<file path="src/rtl/buffer_reader_pkg.sv">
// buffer_reader_pkg
// Shared definitions for the FIFO-to-RS-232 packet path: reader state encoding,
// packet length, default sync byte and the packet assembly helper. Also imported
// by the command processor so both sides agree on the packet layout.
package buffer_reader_pkg;

    typedef enum logic [1:0] {
        StIdle    = 2'd0,
        StRead    = 2'd1,
        StCapture = 2'd2,
        StSend    = 2'd3
    } reader_state_e;

    localparam int unsigned PACKET_BYTES      = 6;
    localparam int unsigned PACKET_BITS       = PACKET_BYTES * 8;
    localparam logic [7:0]  DEFAULT_SYNC_BYTE = 8'hA5;

    // Packet layout, first byte on the wire in the MSBs: sync, sequence, data[31:24]..data[7:0].
    function automatic logic [PACKET_BITS-1:0] build_packet(input logic [7:0]  sync_byte,
                                                            input logic [7:0]  seq,
                                                            input logic [31:0] data);
        return {sync_byte, seq, data};
    endfunction

endpackage

</file>
<file path="src/rtl/buffer_reader.sv">
// buffer_reader
// Drains 32-bit words from a FIFO in bursts and offers each word to the RS-232
// encoder as a 6-byte packet {SYNC_BYTE, seq, data}.
//
// Ports
//   clock               system clock (FIFO read port and command processor domain)
//   reset               synchronous, active-high reset
//   enable              streaming enable from the command processor
//   flush               level; drain the FIFO regardless of fill level
//   buffer_half_filled  FIFO AlmostFull flag
//   buffer_empty        FIFO Empty flag
//   buffer_data         FIFO Q, valid the cycle after buffer_read_enable
//   buffer_read_enable  FIFO RdEn, one-cycle pulse per word
//   tx_bytes            packet bytes, first byte in the MSBs
//   tx_num_bytes        number of valid bytes in tx_bytes
//   tx_valid            packet offered to the encoder
//   tx_ready            encoder can accept; transfer when tx_valid && tx_ready
//   words_sent          words transferred, wraps at 16'hFFFF
module buffer_reader
    import buffer_reader_pkg::*;
#(
    parameter int unsigned MAX_BYTES   = PACKET_BYTES,
    parameter int unsigned BURST_WORDS = 8,
    parameter logic [7:0]  SYNC_BYTE   = DEFAULT_SYNC_BYTE
) (
    input  logic                   clock,
    input  logic                   reset,
    input  logic                   enable,
    input  logic                   flush,
    input  logic                   buffer_half_filled,
    input  logic                   buffer_empty,
    input  logic [31:0]            buffer_data,
    output logic                   buffer_read_enable,
    output logic [MAX_BYTES*8-1:0] tx_bytes,
    output logic [3:0]             tx_num_bytes,
    output logic                   tx_valid,
    input  logic                   tx_ready,
    output logic [15:0]            words_sent
);

    localparam int unsigned TX_BITS  = MAX_BYTES * 8;
    // Packet is left-justified so the sync byte always sits in the MSBs.
    localparam int unsigned PAD_BITS = TX_BITS - PACKET_BITS;

    reader_state_e state;
    logic [7:0]    seq;
    logic [7:0]    burst_count;
    logic          start_burst;
    logic          burst_done;

    assign start_burst = enable && !buffer_empty && (buffer_half_filled || flush);
    assign burst_done  = (burst_count + 8'd1) == 8'(BURST_WORDS);

    // Decoded straight from the state and the live Empty flag so a read can
    // never be issued against an empty FIFO, even if Empty rises the same cycle.
    assign buffer_read_enable = (state == StRead) && !buffer_empty;

    always_ff @(posedge clock) begin
        if (reset) begin
            state        <= StIdle;
            tx_valid     <= 1'b0;
            tx_bytes     <= '0;
            tx_num_bytes <= '0;
            seq          <= '0;
            words_sent   <= '0;
            burst_count  <= '0;
        end else begin
            unique case (state)
                StIdle: begin
                    if (start_burst) begin
                        burst_count <= '0;
                        state       <= StRead;
                    end
                end
                StRead: begin
                    state <= buffer_empty ? StIdle : StCapture;
                end
                StCapture: begin
                    tx_bytes     <= TX_BITS'(build_packet(SYNC_BYTE, seq, buffer_data)) << PAD_BITS;
                    tx_num_bytes <= 4'(PACKET_BYTES);
                    tx_valid     <= 1'b1;
                    state        <= StSend;
                end
                StSend: begin
                    // tx_valid is high throughout StSend, so tx_ready alone marks the transfer.
                    if (tx_ready) begin
                        tx_valid    <= 1'b0;
                        seq         <= seq + 8'd1;
                        words_sent  <= words_sent + 16'd1;
                        burst_count <= burst_count + 8'd1;
                        if (burst_done || !enable || buffer_empty) begin
                            state <= StIdle;
                        end else begin
                            state <= StRead;
                        end
                    end
                end
                default: state <= StIdle;
            endcase
        end
    end

endmodule

</file>
<file path="config.mk">
export PLATFORM = sky130hd
export DESIGN_NAME = buffer_reader
export DESIGN_NICKNAME = d
export VERILOG_FILES = /design/src/rtl/buffer_reader_pkg.sv /design/src/rtl/buffer_reader.sv
export SDC_FILE = /design/constraint.sdc
export NUM_CORES = 1
export LEC_CHECK = 0
export ABC_CLOCK_PERIOD_IN_PS = 2250
export CAP_MARGIN = 0
export CORE_MARGIN = 8
export CORE_UTILIZATION = 45
export DETAILED_ROUTE_END_ITERATION = 8
export GPL_ROUTABILITY_DRIVEN = 1
export MAX_ROUTING_LAYER = met4
export PLACE_DENSITY = 0.86
export SLEW_MARGIN = 40
export SYNTH_ARGS = -nofsm -noshare
export SYNTH_HDL_FRONTEND = slang
export SYNTH_SLANG_ARGS = --single-unit
</file>
<file path="constraint.sdc">
create_clock -name clock -period 2.25 [get_ports clock]
set_clock_uncertainty 0.2 [all_clocks]
set_input_delay 0.45 -clock clock [delete_from_list [all_inputs] [get_ports clock]]
set_output_delay 0.45 -clock clock [all_outputs]
set_load 0.01 [all_outputs]
</file>
Word level (Yosys, flattened, before mapping):

Cells that the tools add are included.

* memory bits (read-only): 0
* bits in latches: 0
* output and inout bits: 70
* bits in registers: 77
* logic and storage cells: 41
* input port bits: 39
* memories kept: 0
* bits in writable memories: 0

* reductions and logical operators: 15
* mux-type cells: 10
* equal/unequal tests: 6
* divide/modulo/power cells: 0
* $mul: 0
* shifts and indexed selects: 0
* bitwise logic cells: 0
* $lt $le $gt $ge: 0
* add/subtract/negate cells: 3

Operators by type and width (number)
* $add 16x1->16 const B: 1
* $add 8x1->8 const B: 2
* $mux 8: 2
* $pmux 8 s2: 1
* $eq 8x4->1 const B: 1
* $pmux 2 s4: 1
* $mux 2: 3
* $reduce_and 2->1: 3
* $eq 2x2->1 const B: 2
* $ne 2x2->1 const B: 2
* $reduce_bool 2->1: 2
* $logic_and 1x1->1: 3
* $logic_or 1x1->1: 3
* $reduce_and 3->1: 1
* $eq 2x1->1 const B: 1
* $logic_not 1->1: 2
* $logic_not 2->1: 1
* $mux 1: 2
* $pmux 1 s2: 1

Longest topological paths before layout:

* depth after elaboration: 7
* depth in mapped cells: 6
* mapped depth without buffers: 5

Worst setup path before layout:

No wires, ideal clock.

* path kind: flip-flop to flip-flop
* start: register burst_count[0]
* end: register state[0]
* arrival time: 1469 ps
* data required time: 1922 ps
* stages on the path, launching flop included: 6
* setup time: 128 ps
* slack: 453 ps
* clock period less this slack: 1797 ps
* path through: dfxtp_1 > ha_1 > and3_1 > or4_1 > a22oi_1 > o211ai_1

* cells in the longest elaborated chain, start to end: 7

Ends and longest elaborated chain
* from (decl): line buffer_reader.sv:47 `logic [7:0] burst_count;`
* from (signal assigned): line buffer_reader.sv:90 `burst_count <= burst_count + 8'd1;`
* $add 8x1->8: line buffer_reader.sv:52 `assign burst_done = (burst_count + 8'd1) == 8'(BURST_WORDS);`
* $eq 8x4->1: line buffer_reader.sv:52
* $logic_or 1x1->1 (2 in a row): line buffer_reader.sv:91 `if (burst_done || !enable || buffer_empty) begin`
* $mux 1: line buffer_reader.sv:91
* $mux 2: line buffer_reader.sv:86 `if (tx_ready) begin`
* $pmux 2 s4: line buffer_reader.sv:68 `unique case (state)`
* to (signal assigned): line buffer_reader.sv:72 `state <= StRead;`
* to (signal assigned): line buffer_reader.sv:92 `state <= StIdle;`
* to (signal assigned): line buffer_reader.sv:94 `state <= StRead;`
* to (decl): line buffer_reader.sv:45 `reader_state_e state;`

No other way between the ends. The select of a mux whose other input is x is not followed.
A chain may end at the register's enable or synchronous reset.

Worst setup path in the final report:

* start: input port buffer_empty
* end: output port buffer_read_enable

* cells in the longest elaborated chain, start to end: 2

Ends and longest elaborated chain
* from (decl): line buffer_reader.sv:31 `input logic buffer_empty,`
* $logic_not 1->1: line buffer_reader.sv:56 `assign buffer_read_enable = (state == StRead) && !buffer_empty;`
* $logic_and 1x1->1: line buffer_reader.sv:56
* to (decl): line buffer_reader.sv:33 `output logic buffer_read_enable,`

No other way between the ends.

==> impl_metrics.toml <==
[run_status]
run_status = "finished, final reports clean"

[clocking]
cts.path.max_buffers = 2
cts_tree = "done"
ctsHoldBuffers = 0
clockRootBuffer = "clkbuf_8"
htreeDepth = 3
clk_latency_ns = 0.34
cts_buffers = 9
clock_sinks = 76
path_clk_slew_ns = 0.07

[pwr]
peakVddDrop_uv = 320
power_frac_comb = 0.084
p_int_uw = 1930
leakagePower_uw = 0.00153
p_clk_frac = 0.365
p_switching_uw = 566
power_density_mw_per_mm2 = 567
seq_power_share = 0.551
swShare = 0.227

[die]
core_mm2 = 0.00683
die_area_mm2 = 0.0100
placementRows = 30
pin_count = 109
die_x_um = 100
die_h_um = 100
initial_core_util = 0.466

[synthesis]
synth_seq_cells = 76
synth_top_area_cell = "dfxtp_1"
synth_cells = 390
synthAdderAreaFrac = 0.0157
synth_xor_area_frac = 0.0385
synthSimpleGateAreaFrac = 0.253
synth_top_family_by_area = "simple AND/OR/NAND/NOR gates"
synth_area_leaders = "dfxtp_1 (48%), nand2_1 (11%), a21oi_1 (8.8%)"
yosysSeqAreaShare = 0.478
synthMuxAreaShare = 0
yosysWarnings = 0
synth_cell_types = 42
async_reset_ff_frac = 0
synth-compound-area-share = 0.154
synthesis.area_mm2 = 0.00318
synth-main-ff-cell = "dfxtp_1"
syn_area_per_cell_um2 = 8.16
synth_edf_count = 0
yosysTopAreaCellShare = 0.478

[route]
routed_wl_um = 8210
viasPerCell = 5.13
wl_per_cell_um = 14.1
first_pass_iters = 4
via_count = 2987
drtIter0Drc = 183
final_antenna_net_count = 0
drc = 0

[final_layout]
diodes = 0
layout.cells.non_filler = 582
final_cell_mix = "clkdlybuf4s50_1 (100), nand2_1 (96), dfxtp_1 (76)"
layout_commonest_cell = "clkdlybuf4s50_1"
synthToLayoutAreaGrowth_pct = 38.4
nets = 526
final_area_mm2 = 0.00440
drive_above_1_share = 0.0638

[global_routing]
grt_pass1_wl_um = 13800
grtUsageTotal = 0.171
grt-ovfl-total = 0
grt_pass1_vias = 2942
antenna_found_initial = 0
grt_max_degree = 57

[worst_setup_path]
critPathRequiredTime_ns = 1.60
cp-start-kind = "input port"
cpMaxStageDelayCell = "clkdlybuf4s50_1"
slowest_delay_ns = 0.41
timing.critical_path.buf_inv = 2
worstPathMaxFanout = 2
path_class = "in2out"
path_cells = "clkdlybuf4s50_1, nor3b_1, dlygate4sd2_1"
critPathTopFamily = "buffers and inverters"
worstPathArrival_ns = 1.42
critPathCaptureType = "output pin"

[sta]
finalHoldViolCount = 0
period_needed_ns = 2.07
setup_tns_ns = 0
rsz0062_at_grt = "false"
slew_violations = 0
fmax_mhz = 484
period_share = 0.919
setup_violations = 0
slew_headroom = 0.614
worstMarginPinSlew_ns = 0.571
holdWs_ns = 0.254

[placement]
globalplace.congestion = 0.807
place_area_mm2 = 0.00424
placement.io_buffers = 102
dp_hpwl_um = 5750
dp_cells = 568

[job]
drv_cap = 0

[worst_hold_path]
hold_class = "reg2reg"
## power by group through the flow
| stage | Combinational, uW | Sequential, uW | Clock, uW |
|---|---|---|---|
| final | 209 | 1370 | 912 |
| after global routing | 230 | 1380 | 989 |
| after CTS | 211 | 1370 | 939 |
| after detailed placement | 210 | 1410 | 0 |
| after global placement | 207 | 1400 | 0 |
| after floorplan | 87.9 | 1410 | 0 |
## cells in the mapped netlist (3+ instances only)
cell type	n
a21oi_1	56
o31ai_1	3
nor3_1	6
buf_4	14
nand4_1	9
clkbuf_1	19
nor2_1	28
o21ai_0	13
or3_1	7
xnor2_1	4
and3_1	3
xor2_1	10
nand2_1	96
dfxtp_1	76
or4_1	4
o211ai_1	3
nand3_1	4
ha_1	4
## cell families after synthesis
family / Yosys count
adder cells (fa/ha/maj): 4
XOR/XNOR: 14
AO/OA/AOI/OAI: 87
flip-flops: 76
buffers and inverters: 36
AND/OR/NAND/NOR: 172
other: 1
## state kept, by name, indices dropped and copies added (netlist names), named ones only
signal	count
tx_valid	1
burst_count	8
seq	8
tx_num_bytes	1
state	1
words_sent	16
tx_bytes	40
## cell type report
class                   count  area [um^2]
clock buffers              13          159
clock inverters             1         8.76
fillers                   619         2430
inverters                   2         7.51
multi-input cells         283         1490
flip-flops and latches     76         1520
well taps                  96          120
repair buffers            111         1090
## final timing paths
kind / cells past startpoint / end / from / slack (ns)
setup reg to reg: 5 / state[0]$_SDFFE_PP0P_ / burst_count[0]$_SDFFE_PP0P_ / 0.23
hold / removal: 2 / tx_bytes[0]$_SDFFE_PP0P_ / tx_bytes[0]$_SDFFE_PP0P_ / 0.25
hold reg to reg: 2 / tx_bytes[0]$_SDFFE_PP0P_ / tx_bytes[0]$_SDFFE_PP0P_ / 0.25
setup / recovery: 3 / buffer_read_enable / buffer_empty / 0.18
## per-stage QoR
step,setup slack (ns),utilization,total power [uW]
after global routing,0.0902,0.645,2600
final,0.183,0.645,2500
after global placement,-0.103,0.620,1610
after floorplan,0.453,-,1500
after CTS,0.176,0.645,2520
after detailed placement,-0.101,0.620,1620
## worst register-to-register path: stages (launching register included)
cell and delay [ns]:
dfxtp_1 0.39, ha_1 0.28, and3_1 0.26, or4_1 0.43, a22oi_1 0.22, o211ai_1 0.11
## what timing repair did
item / 4_1_cts / 5_1_grt
setup buffers: 0 / 0
resized for setup: 1 / 0
setup endpoints to repair: 1 / 0
## metal layers
layer | routed length (um) | up-vias | track usage | part of all wire
li1 | - | 1495 | - | -
met1 | 3520 | 1371 | 0.191 | 0.43
met2 | 3880 | 103 | 0.276 | 0.47
met3 | 603 | 18 | 0.0471 | 0.073
met4 | 206 | 0 | 0.0884 | 0.025
met5 | 0 | - | - | 0
(Power assumes the default switching activity.)
==> RTL change (same flow settings) <==
`BURST_WORDS`: 8 -> 6.
--- a/src/rtl/buffer_reader.sv
+++ b/src/rtl/buffer_reader.sv
@@ -21,5 +21,5 @@
 #(
     parameter int unsigned MAX_BYTES   = PACKET_BYTES,
-    parameter int unsigned BURST_WORDS = 8,
+    parameter int unsigned BURST_WORDS = 6,
     parameter logic [7:0]  SYNC_BYTE   = DEFAULT_SYNC_BYTE
 ) (
Behaviour: no difference found for any inputs over 10 cycles, from zero or initial values and one cycle with reset high; that may be too few to reach the edited logic, so the function may still have changed.
==> RTL change against the unedited design <==
Design area about the same; sequential cell count unchanged; setup slack lost 0.0076 ns; largest power group unchanged; area after synthesis up 0.28%; power increased by 3.9%; global-route usage grew 0.25 points; wire length grew 1.7%; synthesized cell count up 0.51%.
==> RTL change: results (changes against the unedited design) <==
[global_route]
grtUsageMet1_pct=17.67  ; -1.4 points
grtUsageMet2_pct=30.10  ; +2.5 points
grt_pass1_wl_mm=13.63  ; -1.0%
grt_pass1_vias=2872  ; -2.4%
gr-usage-met3_pct=4.498  ; -0.21 points
antenna_found_initial=0  ; unchanged
grt_max_degree=43  ; -25%
grt.total_usage_pct=17.39  ; +0.25 points

[detailed_routing]
avgRoutedWirePerCell_um=14.28  ; +1.2%
wl_met1_mm=3.261  ; -7.4%
drt_iter0_drc=132  ; -28%
via_per_inst=5.085  ; -0.91%
met2_length_mm=4.393  ; +13%
dr_wl_met3_um=455  ; -25%
top_layer_used=met4
wl_mm=8.352  ; +1.7%
drtPass1Iterations=4  ; unchanged

[timing]
setup_viol=0  ; unchanged
clock.fmax_ghz=0.4821  ; -0.37%

[place]
placed_area_mm2=0.004213  ; -0.59%
gp_congestion=0.8029  ; -0.46%
dp.cells=569  ; +0.18%
pre_cts_ws_ns=-0.1309  ; -0.03033 ns
hpwl_mm=6.120  ; +6.4%

[synth]
synth_commonest_cells=nand2_1, dfxtp_1, a21oi_1
synthCells=392  ; +0.51%
synth_compound_area_share_pct=12.71  ; -2.7 points
ys_types=42  ; unchanged
async_flop_share_pct=0  ; unchanged
yosysSeqAreaShare_pct=47.69  ; -0.13 points
post_synth_xor_area_fraction_pct=4.941  ; +1.1 points
synth_adder_area_share_pct=1.569  ; -0.0043 points
synthMuxAreaShare_pct=0.3529  ; +0.35 points
ys_top_cells_by_area=dfxtp_1, nand2_1, a21oi_1, nor2_1, buf_4

[worst_setup_path]
reg2reg_depth=4  ; -1
crit_path_max_fanout=2  ; unchanged
r2r_start=words_sent[2]$_SDFFE_PP0P_
r2r_end=words_sent[13]$_SDFFE_PP0P_
cp.arrival_ns=1.42  ; about the same
crit_path_start=buffer_empty
endpoint=buffer_read_enable
r2r_slack_ns=0.50  ; +0.27 ns

[power_and_ir_drop]
comb-power_mw=0.201  ; -4%
combPwrFrac_pct=7.8  ; -0.6 points
vdd_ir_drop_max_mv=0.4041  ; +26%
power.leakage_nw=1.495  ; -2.2%
p_sw_mw=0.5796  ; +2.5%
p_clk_mw=1.02  ; +12%

[clock_network]
cts.path.max_buffers=2  ; unchanged
path_clk_slew_ns=0.08
cts_buffers=9  ; unchanged
insertion_delay_ns=0.34  ; about the same
clock-root-buffer=clkbuf_8
htreeDepth=3  ; unchanged

[cells_and_area]
diodes=0  ; unchanged
drive_gt1_share_pct=7.157  ; +0.78 points
fillers=601  ; -2.9%
top_regs=tx_bytes: 40 flops, words_sent: 16 flops
nNetsFinal=527  ; +0.19%

[status]
status=complete, no violations

[RTL change: changes by cell type in the layout (fill, tap and decap cells not counted), sizes merged, moves of 3 or more]
cell / delta
nor2: +7
o21ai: -5
nand3: +4
or3: -4
or4: -4
xnor2: +4
o211ai: -3
o31ai: -3
[RTL change: cell type report]
class / instances / area, µm² / area share, %
flip-flops and latches: 76 / 1521 / 34.54
multi-input cells: 282 / 1473 / 33.43
repair buffers: 111 / 1082 / 24.57
clock buffers: 12 / 145.1 / 3.295
well taps: 96 / 120.1 / 2.726
clock inverters: 4 / 48.80 / 1.108
inverters: 4 / 15.01 / 0.3408
[RTL change: what timing repair did]
item,4_1_cts,5_1_grt
resized for setup,1,0
setup endpoints to repair,1,0
hold endpoints to repair,0,0
[RTL change: critical path: stages]
cell,delay [ns]
clkdlybuf4s50_1,0.41
nor3b_1,0.25
dlygate4sd2_1,0.31
[RTL change: how the worst min path moves through the flow]
| stage | from | endpoint | slack, ns | depth (start not counted) |
|---|---|---|---|---|
| 3_5_place_dp | tx_bytes[19]$_SDFFE_PP0P_ | tx_bytes[19]$_SDFFE_PP0P_ | 0.25 | 2 |
| 2_1_floorplan | seq[7]$_SDFFE_PP0P_ | tx_bytes[39]$_SDFFE_PP0P_ | 0.24 | 2 |
| 4_1_cts | tx_bytes[4]$_SDFFE_PP0P_ | tx_bytes[4]$_SDFFE_PP0P_ | 0.26 | 2 |
| 3_3_place_gp | tx_bytes[9]$_SDFFE_PP0P_ | tx_bytes[9]$_SDFFE_PP0P_ | 0.24 | 2 |
| 5_1_grt | tx_bytes[19]$_SDFFE_PP0P_ | tx_bytes[19]$_SDFFE_PP0P_ | 0.28 | 2 |
| 6_report | tx_bytes[4]$_SDFFE_PP0P_ | tx_bytes[4]$_SDFFE_PP0P_ | 0.25 | 2 |
